==> config.mk <==
export PLATFORM = sky130hd
export DESIGN_NAME = vend_multi
export DESIGN_NICKNAME = d
export VERILOG_FILES = /design/src/rtl/vend_multi.sv
export SDC_FILE = /design/constraint.sdc
export NUM_CORES = 1
export LEC_CHECK = 0
export CAP_MARGIN = 20
export CORE_ASPECT_RATIO = 1.75
export CORE_MARGIN = 5
export CORE_UTILIZATION = 45
export CTS_CLUSTER_SIZE = 20
export DETAILED_ROUTE_END_ITERATION = 16
export GPL_TIMING_DRIVEN = 0
export PLACE_DENSITY = 0.69
export SYNTH_ARGS = -nofsm -noshare
export SYNTH_HDL_FRONTEND = slang
export SYNTH_SLANG_ARGS = --single-unit
export TNS_END_PERCENT = 50
==> constraint.sdc <==
create_clock -name clk -period 6.8 [get_ports clk]
set_input_delay 1.36 -clock clk [delete_from_list [all_inputs] [get_ports clk]]
set_output_delay 1.36 -clock clk [all_outputs]
set_load 0.01 [all_outputs]
==> src/rtl/vend_multi.sv <==
// vend_multi: multi-product vending controller.
// Accumulates coin credit (0.5 yuan units), vends a selected item when credit
// covers its price, pays change, refunds on give_up or inactivity timeout.
// Optional feature macro: AUTO_VEND_EN -- when defined, an accepted coin that
// brings credit up to the price of the held selection vends on the next edge.
module vend_multi #(
  parameter int N_ITEM = 4,
  parameter int SEL_W = 2,
  parameter int CREDIT_W = 6,
  parameter logic [N_ITEM*CREDIT_W-1:0] PRICE_LIST = {6'd3, 6'd6, 6'd4, 6'd5},
  parameter int MAX_CREDIT = 40,
  parameter int TIMEOUT = 1000
) (
  input  logic                clk,
  input  logic                rst_n,
  input  logic [1:0]          in_m,
  input  logic [SEL_W-1:0]    sel,
  input  logic                buy,
  input  logic                give_up,
  output logic                out_item_vld,
  output logic [SEL_W-1:0]    out_item,
  output logic                out_m_vld,
  output logic [CREDIT_W-1:0] out_m,
  output logic                out_reject,
  output logic                out_short,
  output logic [CREDIT_W-1:0] credit
);

  localparam int CNT_W = (TIMEOUT < 2) ? 1 : $clog2(TIMEOUT + 1);
  localparam logic [CNT_W-1:0] TO_LIM = CNT_W'(TIMEOUT);
  localparam logic [CREDIT_W:0] MAX_C = (CREDIT_W + 1)'(MAX_CREDIT);

  typedef enum logic [1:0] {S_IDLE, S_CREDIT, S_DISP} state_t;

  state_t state, state_n;

  logic [CNT_W-1:0]    cnt, cnt_n;
  logic [CREDIT_W-1:0] credit_n;
  logic                item_vld_n, m_vld_n, reject_n, short_n;
  logic [SEL_W-1:0]    item_n;
  logic [CREDIT_W-1:0] m_n;
  logic [CREDIT_W-1:0] sel_price, coin_val;
  logic [CREDIT_W:0]   coin_sum;
  logic                taken, timed_out;

`ifdef AUTO_VEND_EN
  logic                auto_pend, auto_pend_n;
  logic [SEL_W-1:0]    auto_item, auto_item_n;
  logic [CREDIT_W-1:0] auto_price;
`endif

  // Price lookup; out-of-range selects return 0, which also marks a disabled item
  function automatic logic [CREDIT_W-1:0] price_of(input logic [SEL_W-1:0] s);
    logic [CREDIT_W-1:0] p;
    p = '0;
    for (int i = 0; i < N_ITEM; i++) begin
      if (s == SEL_W'(i)) p = PRICE_LIST[i*CREDIT_W +: CREDIT_W];
    end
    return p;
  endfunction

  // Coin code to credit units
  function automatic logic [CREDIT_W-1:0] coin_value(input logic [1:0] m);
    case (m)
      2'd1:    return CREDIT_W'(1);
      2'd2:    return CREDIT_W'(2);
      2'd3:    return CREDIT_W'(10);
      default: return '0;
    endcase
  endfunction

  // Next-state and next-output logic: give_up/timeout, then buy, then coin
  always_comb begin
    state_n    = state;
    credit_n   = credit;
    cnt_n      = '0;
    item_vld_n = 1'b0;
    item_n     = '0;
    m_vld_n    = 1'b0;
    m_n        = '0;
    reject_n   = 1'b0;
    short_n    = 1'b0;
    taken      = 1'b0;
    sel_price  = price_of(sel);
    coin_val   = coin_value(in_m);
    coin_sum   = {1'b0, credit} + {1'b0, coin_val};
    timed_out  = (TIMEOUT != 0) && (state == S_CREDIT) && (cnt == TO_LIM);
`ifdef AUTO_VEND_EN
    auto_pend_n = 1'b0;
    auto_item_n = auto_item;
    auto_price  = price_of(auto_item);
`endif
    if (state == S_DISP) begin
      // Dispense cycle: every request is ignored, any coin bounces
      state_n  = S_IDLE;
      reject_n = (in_m != 2'd0);
    end else begin
      if ((give_up || timed_out) && credit != '0) begin
        m_vld_n  = 1'b1;
        m_n      = credit;
        credit_n = '0;
        state_n  = S_DISP;
        taken    = 1'b1;
      end else if (buy) begin
        if (sel_price == '0 || credit < sel_price) begin
          short_n = 1'b1;
        end else begin
          item_vld_n = 1'b1;
          item_n     = sel;
          m_vld_n    = (credit != sel_price);
          m_n        = credit - sel_price;
          credit_n   = '0;
          state_n    = S_DISP;
          taken      = 1'b1;
        end
      end
`ifdef AUTO_VEND_EN
      else if (auto_pend) begin
        // Credit cannot drop between the arming coin and this edge
        item_vld_n = 1'b1;
        item_n     = auto_item;
        m_vld_n    = (credit != auto_price);
        m_n        = credit - auto_price;
        credit_n   = '0;
        state_n    = S_DISP;
        taken      = 1'b1;
      end
`endif
      if (in_m != 2'd0) begin
        if (taken || coin_sum > MAX_C) begin
          reject_n = 1'b1;
        end else begin
          credit_n = coin_sum[CREDIT_W-1:0];
          state_n  = S_CREDIT;
`ifdef AUTO_VEND_EN
          if (sel_price != '0 && coin_sum[CREDIT_W-1:0] >= sel_price) begin
            auto_pend_n = 1'b1;
            auto_item_n = sel;
          end
`endif
        end
      end
      // Idle counter only runs while holding credit with no activity at all
      if (TIMEOUT != 0 && state == S_CREDIT && !taken &&
          in_m == 2'd0 && !buy && !give_up) begin
        cnt_n = cnt + 1'b1;
      end
    end
  end

  // State register
  always_ff @(posedge clk or negedge rst_n) begin
    if (!rst_n) state <= S_IDLE;
    else        state <= state_n;
  end

  // Credit, idle counter and registered outputs
  always_ff @(posedge clk or negedge rst_n) begin
    if (!rst_n) begin
      credit       <= '0;
      cnt          <= '0;
      out_item_vld <= 1'b0;
      out_item     <= '0;
      out_m_vld    <= 1'b0;
      out_m        <= '0;
      out_reject   <= 1'b0;
      out_short    <= 1'b0;
    end else begin
      credit       <= credit_n;
      cnt          <= cnt_n;
      out_item_vld <= item_vld_n;
      out_item     <= item_n;
      out_m_vld    <= m_vld_n;
      out_m        <= m_n;
      out_reject   <= reject_n;
      out_short    <= short_n;
    end
  end

`ifdef AUTO_VEND_EN
  // Pending automatic vend armed by the coin that reached the price
  always_ff @(posedge clk or negedge rst_n) begin
    if (!rst_n) begin
      auto_pend <= 1'b0;
      auto_item <= '0;
    end else begin
      auto_pend <= auto_pend_n;
      auto_item <= auto_item_n;
    end
  end
`endif

endmodule
* Yosys cells after proc, flatten, opt, wreduce, memory -nomap -nowiden *
Index checks and enable logic that the tools add are counted.
Widths: inputs -> output; s select.

storage, ports and cells
  register bits = 30
  output and inout port bits = 18
  word-level logic and storage cells = 84
  input port bits = 8

cells by class
  add/subtract/negate cells = 3
  magnitude comparators = 2
  mux-type cells = 43
  equal/unequal tests = 10
  reduce and logical (&&, ||, !) cells = 17

operators by type and width
  operator               number
  $mux 6                 9
  $mux 10                2
  $mux 2                 10
  $mux 1                 17
  $mux 3                 4
  $pmux 4 s3             1
  $add 10x1->10 const B  1
  $eq 10x10->1 const B   1
  $eq 2x2->1 const B     5
  $add 6x6->7            1
  $gt 7x6->1 const B     1
  $eq 2x1->1 const B     3
  $logic_and 1x1->1      6
  $logic_not 6->1        1
  $lt 6x6->1             1
  $ne 6x6->1             1
  $reduce_bool 6->1      1
  $sub 6x6->6            1
  $logic_not 2->1        2
  $logic_not 1->1        3
  $logic_or 1x1->1       3
  $reduce_bool 2->1      1

* Depth between registers and ports, before layout *
Gate-level depths: netlist of run 1.

  word-level depth = 18
  gate-level depth with buffers = 11
  depth with buffers taken out = 11

* Worst setup path before layout of run 1 *
OpenSTA, ideal clock, no wires.

  kind = input to register
  start = input in_m[0]
  end = register credit[0]
  cell stages on the path = 10
  library setup time = 0.122 ns
  buffers on the path = 0
  arrival time = 3.414 ns
  slack = 3.265 ns
  data required time = 6.678 ns
  cells stage by stage = nor2b_1 -> ha_1 -> inv_1 -> fa_1 -> nand3b_1 -> and2_1 -> a221o_1 -> a31oi_4 -> o21ai_1 -> a32o_1

on the way
  longest elaborated chain between the ends = 7
  elaborated cells on any way between the ends = 10
  classes of those cells = 1 x add/sub; 1 x order compare; 3 x eq/ne; 3 x mux; 2 x reduce/logical

RTL lines
  what                                      RTL line  text
  start, declared                           16        input logic [1:0] in_m,
  $eq 2x2->1 or $eq 2x1->1 (tied branches)  64        case (m)
  $pmux 4 s3                                64
  $add 6x6->7                               86        coin_sum = {1'b0, credit} + {1'b0, coin_val};
  $gt 7x6->1                                130       if (taken || coin_sum > MAX_C) begin
  $logic_or 1x1->1                          130
  $mux 6                                    130
  $mux 6 (*)                                129       if (in_m != 2'd0) begin
  end signal, assigned                      169       credit <= credit_n;
  end, declared                             26        output logic [CREDIT_W-1:0] credit

Mark *: on every way between the ends. The rest lies on a longest branch, timed or not.
A chain may end at the register's enable or synchronous reset.

* Final worst setup path of run 1 *
  start = input in_m[0]
  end = register credit[3]

The elaborated chain is that of the path after synthesis.

==> results of run 1 <==
synth_stat cells, drive strengths merged, types with 3 or more instances:
cell and count:
buf 3, clkbuf 3, ha 11, and2 3, nor3 8, xor2 6
and3 3, nand3 11, nor2b 6, a21oi 7, dfrtp 30, inv 13
nor4 5, or2 3, o21ai 6, nand2b 5, xnor2 6, nor2 24
nand2 10
area by class of cell:
type                       instances  share of cell area [%]
multi-input combinational        139                    44.0
sequential                        30                    33.1
timing repair buffer              26                    12.3
clock buffer                       7                    3.81
tap                               48                    2.65
inverter                          13                    2.15
buffer                             6                    1.82
clock inverter                     1                   0.221
worst max-delay path by stage:
stage,start,slack (ns),to
finish,in_m[0],2.72,credit[3]$_DFFE_PN0N_
global route,in_m[0],2.54,credit[3]$_DFFE_PN0N_
CTS,in_m[0],2.71,credit[3]$_DFFE_PN0N_
detailed placement,in_m[0],2.42,credit[0]$_DFFE_PN0N_
global placement,in_m[0],2.48,credit[0]$_DFFE_PN0N_
floorplan,in_m[0],3.26,credit[0]$_DFFE_PN0N_
metal layers:
metal / vias to the layer above / track usage, % / part of all wire [%]
met5: - / 0 / 0
met4: 0 / 8.51 / 2.2
met3: 8 / 3.56 / 4.1
met2: 37 / 30.6 / 57
met1: 749 / 15.9 / 37
li1: 723 / - / -
per-stage QoR:
step           util (%)  power, mW
5_1_grt            58.1      0.889
4_1_cts            58.1      0.839
3_3_place_gp       55.0      0.672
2_1_floorplan         -      0.535
3_5_place_dp       55.7      0.690
6_report           58.1      0.837
kinds of logic (layout without fill, tap and decap cells):
logic type,after synthesis,count (layout),share of synthesized area (%)
xor gates and xnor gates,12,12,5.72
buffers and inverters,19,53,4.90
AOI/OAI and AO/OA,29,29,12.5
DFF,30,30,40.8
and+or+nand+nor,85,85,26.4
adders and majority gates,13,13,9.67
power groups by stage:
stage | registers [mW] | logic (mW) | clock network [mW]
2_1_floorplan | 0.275 | 0.260 | 0
4_1_cts | 0.261 | 0.429 | 0.149
3_5_place_dp | 0.264 | 0.427 | 0
6_report | 0.261 | 0.429 | 0.147
3_3_place_gp | 0.261 | 0.411 | 0
5_1_grt | 0.267 | 0.465 | 0.157
state kept, by name (all words and copies together) (netlist names):
name          flops
out_m             6
out_short         1
credit            6
out_reject        1
out_item          2
cnt              10
out_item_vld      1
state             2
out_m_vld         1
critical path, cell delays in order:
cell and delay, ns:
clkdlybuf4s50_1 0.48, nor2b_1 0.13, ha_1 0.22, inv_1 0.07, fa_1 0.50, nor2b_1 0.23, nand2_1 0.12, a311o_1 0.42
a31oi_4 0.33, o21ai_1 0.17, a32o_1 0.23
==> flow_summary.ini, run 1 <==
[clocking]
cts.reportedPaths.clkPinSlew_ns = 0.06
cts_buffers = 5
root_buffer = clkbuf_8
cts_hold_buf = 0
cts_tree = done
clk_latency_ns = 0.28
htree_levels = 2
cts_resized = 0
cts_setup_buffers = 0
cts_buffer_depth = 2
clock-sinks = 30

[power_and_ir_drop]
p_leak_nw = 0.935
power_frac_clock_pct = 17.6
ir_drop_v = 0.000216
power.density_mw_per_mm2 = 369
share_seq_of_total_power_pct = 31.2
p_switching_mw = 0.336
power.internal_mw = 0.501
p_sw_share_pct = 40.2
comb_power_share_pct = 51.2

[placed_design]
placed_area_mm2 = 0.00218
globalplace.congestion = 0.836
dp_cells = 262
detailed_place_hpwl_mm = 3.22
dp_slack_ns = 2.42
io_buffers = 25

[layout]
stdcell_count = 270
seqCellArea_um2 = 751
fin_nets = 242
areaGrowthSynthToFinish_pct = 23.3
nFillCells = 346
multi_input_area_um2 = 997
layout-drive-gt1-share_pct = 13.5
mostFrequentLayoutCell = dfrtp_1
mostFrequentLayoutCells = dfrtp_1 (30), clkdlybuf4s50_1 (25), inv_1 (13)
fin_area_mm2 = 0.00227
num_antenna_cells = 0

[yosys]
syn_inst = 188
yosysSeqAreaShare_pct = 40.8
ys.flop_type = dfrtp_1
async_flop_share_pct = 100
ys_types = 45
ys_ff_latch = 30
syn_area_mm2 = 0.00184
synthesis.nets = 209
yosysTopAreaCell = dfrtp_1
synth_edf_count = 0
yosys_warnings = 0
synth_area_leaders = dfrtp_1 (41%), ha_1 (7.5%), nor2_2 (4.1%)
netlist.area_leader.share_pct = 40.8
syn_area_per_cell_um2 = 9.78

[grt]
grt_start_max_net_pins = 23
grt.overflow.total = 0
antenna_found_initial = 0
grt_pass1_vias = 1573
grt_pass1_wl_mm = 6.84
grt_usage_pct = 16.3

[hold_path]
hold_depth = 1
whs_endpoint = cnt[0]$_DFF_PN0_
holdCritStartpoint = cnt[0]$_DFF_PN0_
holdCritPathClass = flip-flop to flip-flop

[run_status]
outcome = complete, no violations

[floorplanning]
core_area_mm2 = 0.00390
placementRows = 30
initial_core_util_pct = 47.1
die_x_um = 58.3
pin_count = 26
die-area_mm2 = 0.00551
die_h_um = 94.5

[drt]
drtIter0Drc = 31
drc = 0
wl_per_cell_um = 15.3
drt_pass1_iterations = 4
viasPerCell = 5.62
vias = 1517
routed_wl_mm = 4.12
drtAntennaViolNets = 0

[timing]
timing.fmax_mhz = 245
layout_setup_ws_ns = 2.72
max_slew_margin_pct = 59.6
tns_ns = 0
fin_skew_ns = 0.00511
slew_violations = 0
rsz0062_at_grt = false
setup_viol = 0
fin_crit_ns = 4.08
hold_viol_final = 0
hold_ws_ns = 0.530
fin_crit_sh_pct = 60.1
worst_pin_slew_ns = 0.605

[setup_path]
critPathMaxFanout = 9
r2r-start = credit[0]$_DFFE_PN0N_
r2r_cells = 9
cp.arrival_ns = 4.26
worstSetupPathType = input pin to flip-flop
rrSetupSlack_ns = 3.89
r2r-end = credit[3]$_DFFE_PN0N_
cp_data_required_time_ns = 6.97
end_kind = flip-flop
worstSetupStartpointType = input pin

[flow_run]
maxCapViolCount = 0
Note: power is estimated with default switching activity, not from simulation.
==> run 2: changes to the inputs <==
--- a/config.mk
+++ b/config.mk
@@ -12,7 +12,7 @@
 export CTS_CLUSTER_SIZE = 20
 export DETAILED_ROUTE_END_ITERATION = 16
 export GPL_TIMING_DRIVEN = 0
-export PLACE_DENSITY = 0.69
+export PLACE_DENSITY = 0.71
 export SYNTH_ARGS = -nofsm -noshare
 export SYNTH_HDL_FRONTEND = slang
 export SYNTH_SLANG_ARGS = --single-unit
==> constraint.sdc (replaced) <==
create_clock -name clk -period 3.3 [get_ports clk]
set_input_delay 0.66 -clock clk [delete_from_list [all_inputs] [get_ports clk]]
set_output_delay 0.66 -clock clk [all_outputs]
set_load 0.01 [all_outputs]
==> run 2 against run 1 <==
  * Cell count up 1.1%
  * Sequential share of layout area down 0.61 points
  * Worst hold slack worse by 0.0052 ns
  * Via count down 3.2%
  * Flip-flop and latch count unchanged
  * Total power up 110%
  * Clock power up 100%
  * Wire length down 3.2%
  * Non-clock buffer count up 3
  * Register-to-register slack worse by 3.3 ns
  * Die area unchanged
  * Largest power group unchanged
==> flow_summary.ini, run 2 (synthesis results as in run 1) <==
[drt]
drtAntennaViolNets = 0
viasPerCell = 5.38
drt_pass1_iterations = 4
routed_wl_mm = 3.99
drc = 0
drtIter0Drc = 39
vias = 1468
wl_per_cell_um = 14.6

[clocking]
cts_buffer_depth = 2
clk_latency_ns = 0.28
cts.reportedPaths.clkPinSlew_ns = 0.06
cts_hold_buf = 0
root_buffer = clkbuf_8
htree_levels = 2
cts_tree = done
cts_buffers = 5
clock-sinks = 30

[floorplanning]
pin_count = 26
core_area_mm2 = 0.00390
die_x_um = 58.3
initial_core_util_pct = 47.1
die_h_um = 94.5
placementRows = 30
die-area_mm2 = 0.00551

[placed_design]
dp_cells = 262
detailed_place_hpwl_mm = 3.09
placed_area_mm2 = 0.00218
io_buffers = 25
globalplace.congestion = 0.870
dp_slack_ns = -0.392

[hold_path]
hold_depth = 1
holdCritStartpoint = cnt[0]$_DFF_PN0_
holdCritPathClass = flip-flop to flip-flop
whs_endpoint = cnt[0]$_DFF_PN0_

[layout]
largest_reg_flops = 10
top_register = cnt
fin_nets = 245
postLayoutCoreUtil_pct = 59.2
nFillCells = 369
mostFrequentLayoutCells = dfrtp_1 (30), clkdlybuf4s50_1 (25), inv_1 (13)
num_antenna_cells = 0
areaGrowthSynthToFinish_pct = 25.7
mostFrequentLayoutCell = dfrtp_1
largestRegisters = cnt (10), credit (6), out_m (6)
stdcell_count = 273
fin_area_mm2 = 0.00231
layout-drive-gt1-share_pct = 16.4

[setup_path]
worstSetupPathType = input pin to flip-flop
critPathMaxFanout = 4
cp.arrival_ns = 3.37
rrSetupSlack_ns = 0.61
r2r-start = credit[0]$_DFFE_PN0N_
worstSetupStartpointType = input pin
cp_data_required_time_ns = 3.49
r2r-end = credit[5]$_DFFE_PN0N_
r2r_cells = 10
end_kind = flip-flop

[timing]
hold_ws_ns = 0.524
worst_pin_slew_ns = 0.795
rsz0062_at_grt = false
fin_skew_ns = 0.00809
fin_crit_sh_pct = 96.4
max_slew_margin_pct = 46.8
slew_violations = 0
fin_crit_ns = 3.18
tns_ns = 0
setup_viol = 0
timing.fmax_mhz = 314
hold_viol_final = 0
layout_setup_ws_ns = 0.119

[grt]
grt.overflow.total = 0
grt_pass1_vias = 1553
grt_usage_pct = 16.4
antenna_found_initial = 0
grt_pass1_wl_mm = 6.92
grt_start_max_net_pins = 17

[run_status]
outcome = complete, no violations

[power_and_ir_drop]
finalPower_mw = 1.73
power.density_mw_per_mm2 = 751
ir_drop_v = 0.000447
p_leak_nw = 0.949

[flow_run]
maxCapViolCount = 0
[run 2: cell types whose count changed in the layout (fill, tap and decap cells not counted), sizes merged]
cell / before / now
buf: 4 / 7
[run 2: metal layers]
metal,part of all wire [%],global-route usage [%]
met1,38,17.9
met2,55,28.2
met3,3.2,2.19
met4,4.1,12.0
met5,0,0
[run 2: where the power goes]
| part | internal [mW] | switching (mW) |
|---|---|---|
| combinational | 0.420 | 0.480 |
| sequential | 0.459 | 0.0759 |
| clock | 0.168 | 0.133 |
| total | 1.05 | 0.689 |
[run 2: worst max-delay path by stage]
| stage | start | endpoint | slack, ns | cells after the start |
|---|---|---|---|---|
| 4_1_cts | in_m[0] | credit[3]$_DFFE_PN0N_ | 0.09 | 11 |
| 3_5_place_dp | in_m[0] | credit[3]$_DFFE_PN0N_ | -0.39 | 11 |
| 3_3_place_gp | in_m[0] | credit[0]$_DFFE_PN0N_ | -0.33 | 11 |
| 6_report | in_m[0] | credit[5]$_DFFE_PN0N_ | 0.12 | 12 |
| 2_1_floorplan | in_m[0] | credit[0]$_DFFE_PN0N_ | 0.46 | 10 |
| 5_1_grt | in_m[0] | credit[1]$_DFFE_PN0N_ | 0.01 | 12 |
[run 2: timing repair]
item | in CTS | in global routing
pin swaps | 1 | 0
setup endpoints to repair | 3 | 8
buffers inserted | 3 | 0
resized for setup | 0 | 5
[run 2: layout make-up]
type | count | area (um^2) | area share [%]
multi-input combinational | 139 | 1020 | 44.0
sequential | 30 | 751 | 32.5
timing repair buffer | 29 | 300 | 13.0
clock buffer | 7 | 86.3 | 3.74
tap | 48 | 60.1 | 2.60
inverter | 13 | 48.8 | 2.11
buffer | 6 | 41.3 | 1.79
clock inverter | 1 | 5.00 | 0.217
[run 2: worst max-delay path, stage by stage]
cell	delay, ns
clkdlybuf4s50_1	0.48
nor2b_1	0.14
ha_2	0.22
inv_1	0.06
fa_2	0.41
nor2b_2	0.18
a211oi_1	0.29
a221o_1	0.28
a31oi_4	0.12
buf_4	0.17
a211o_1	0.28
o211ai_1	0.09
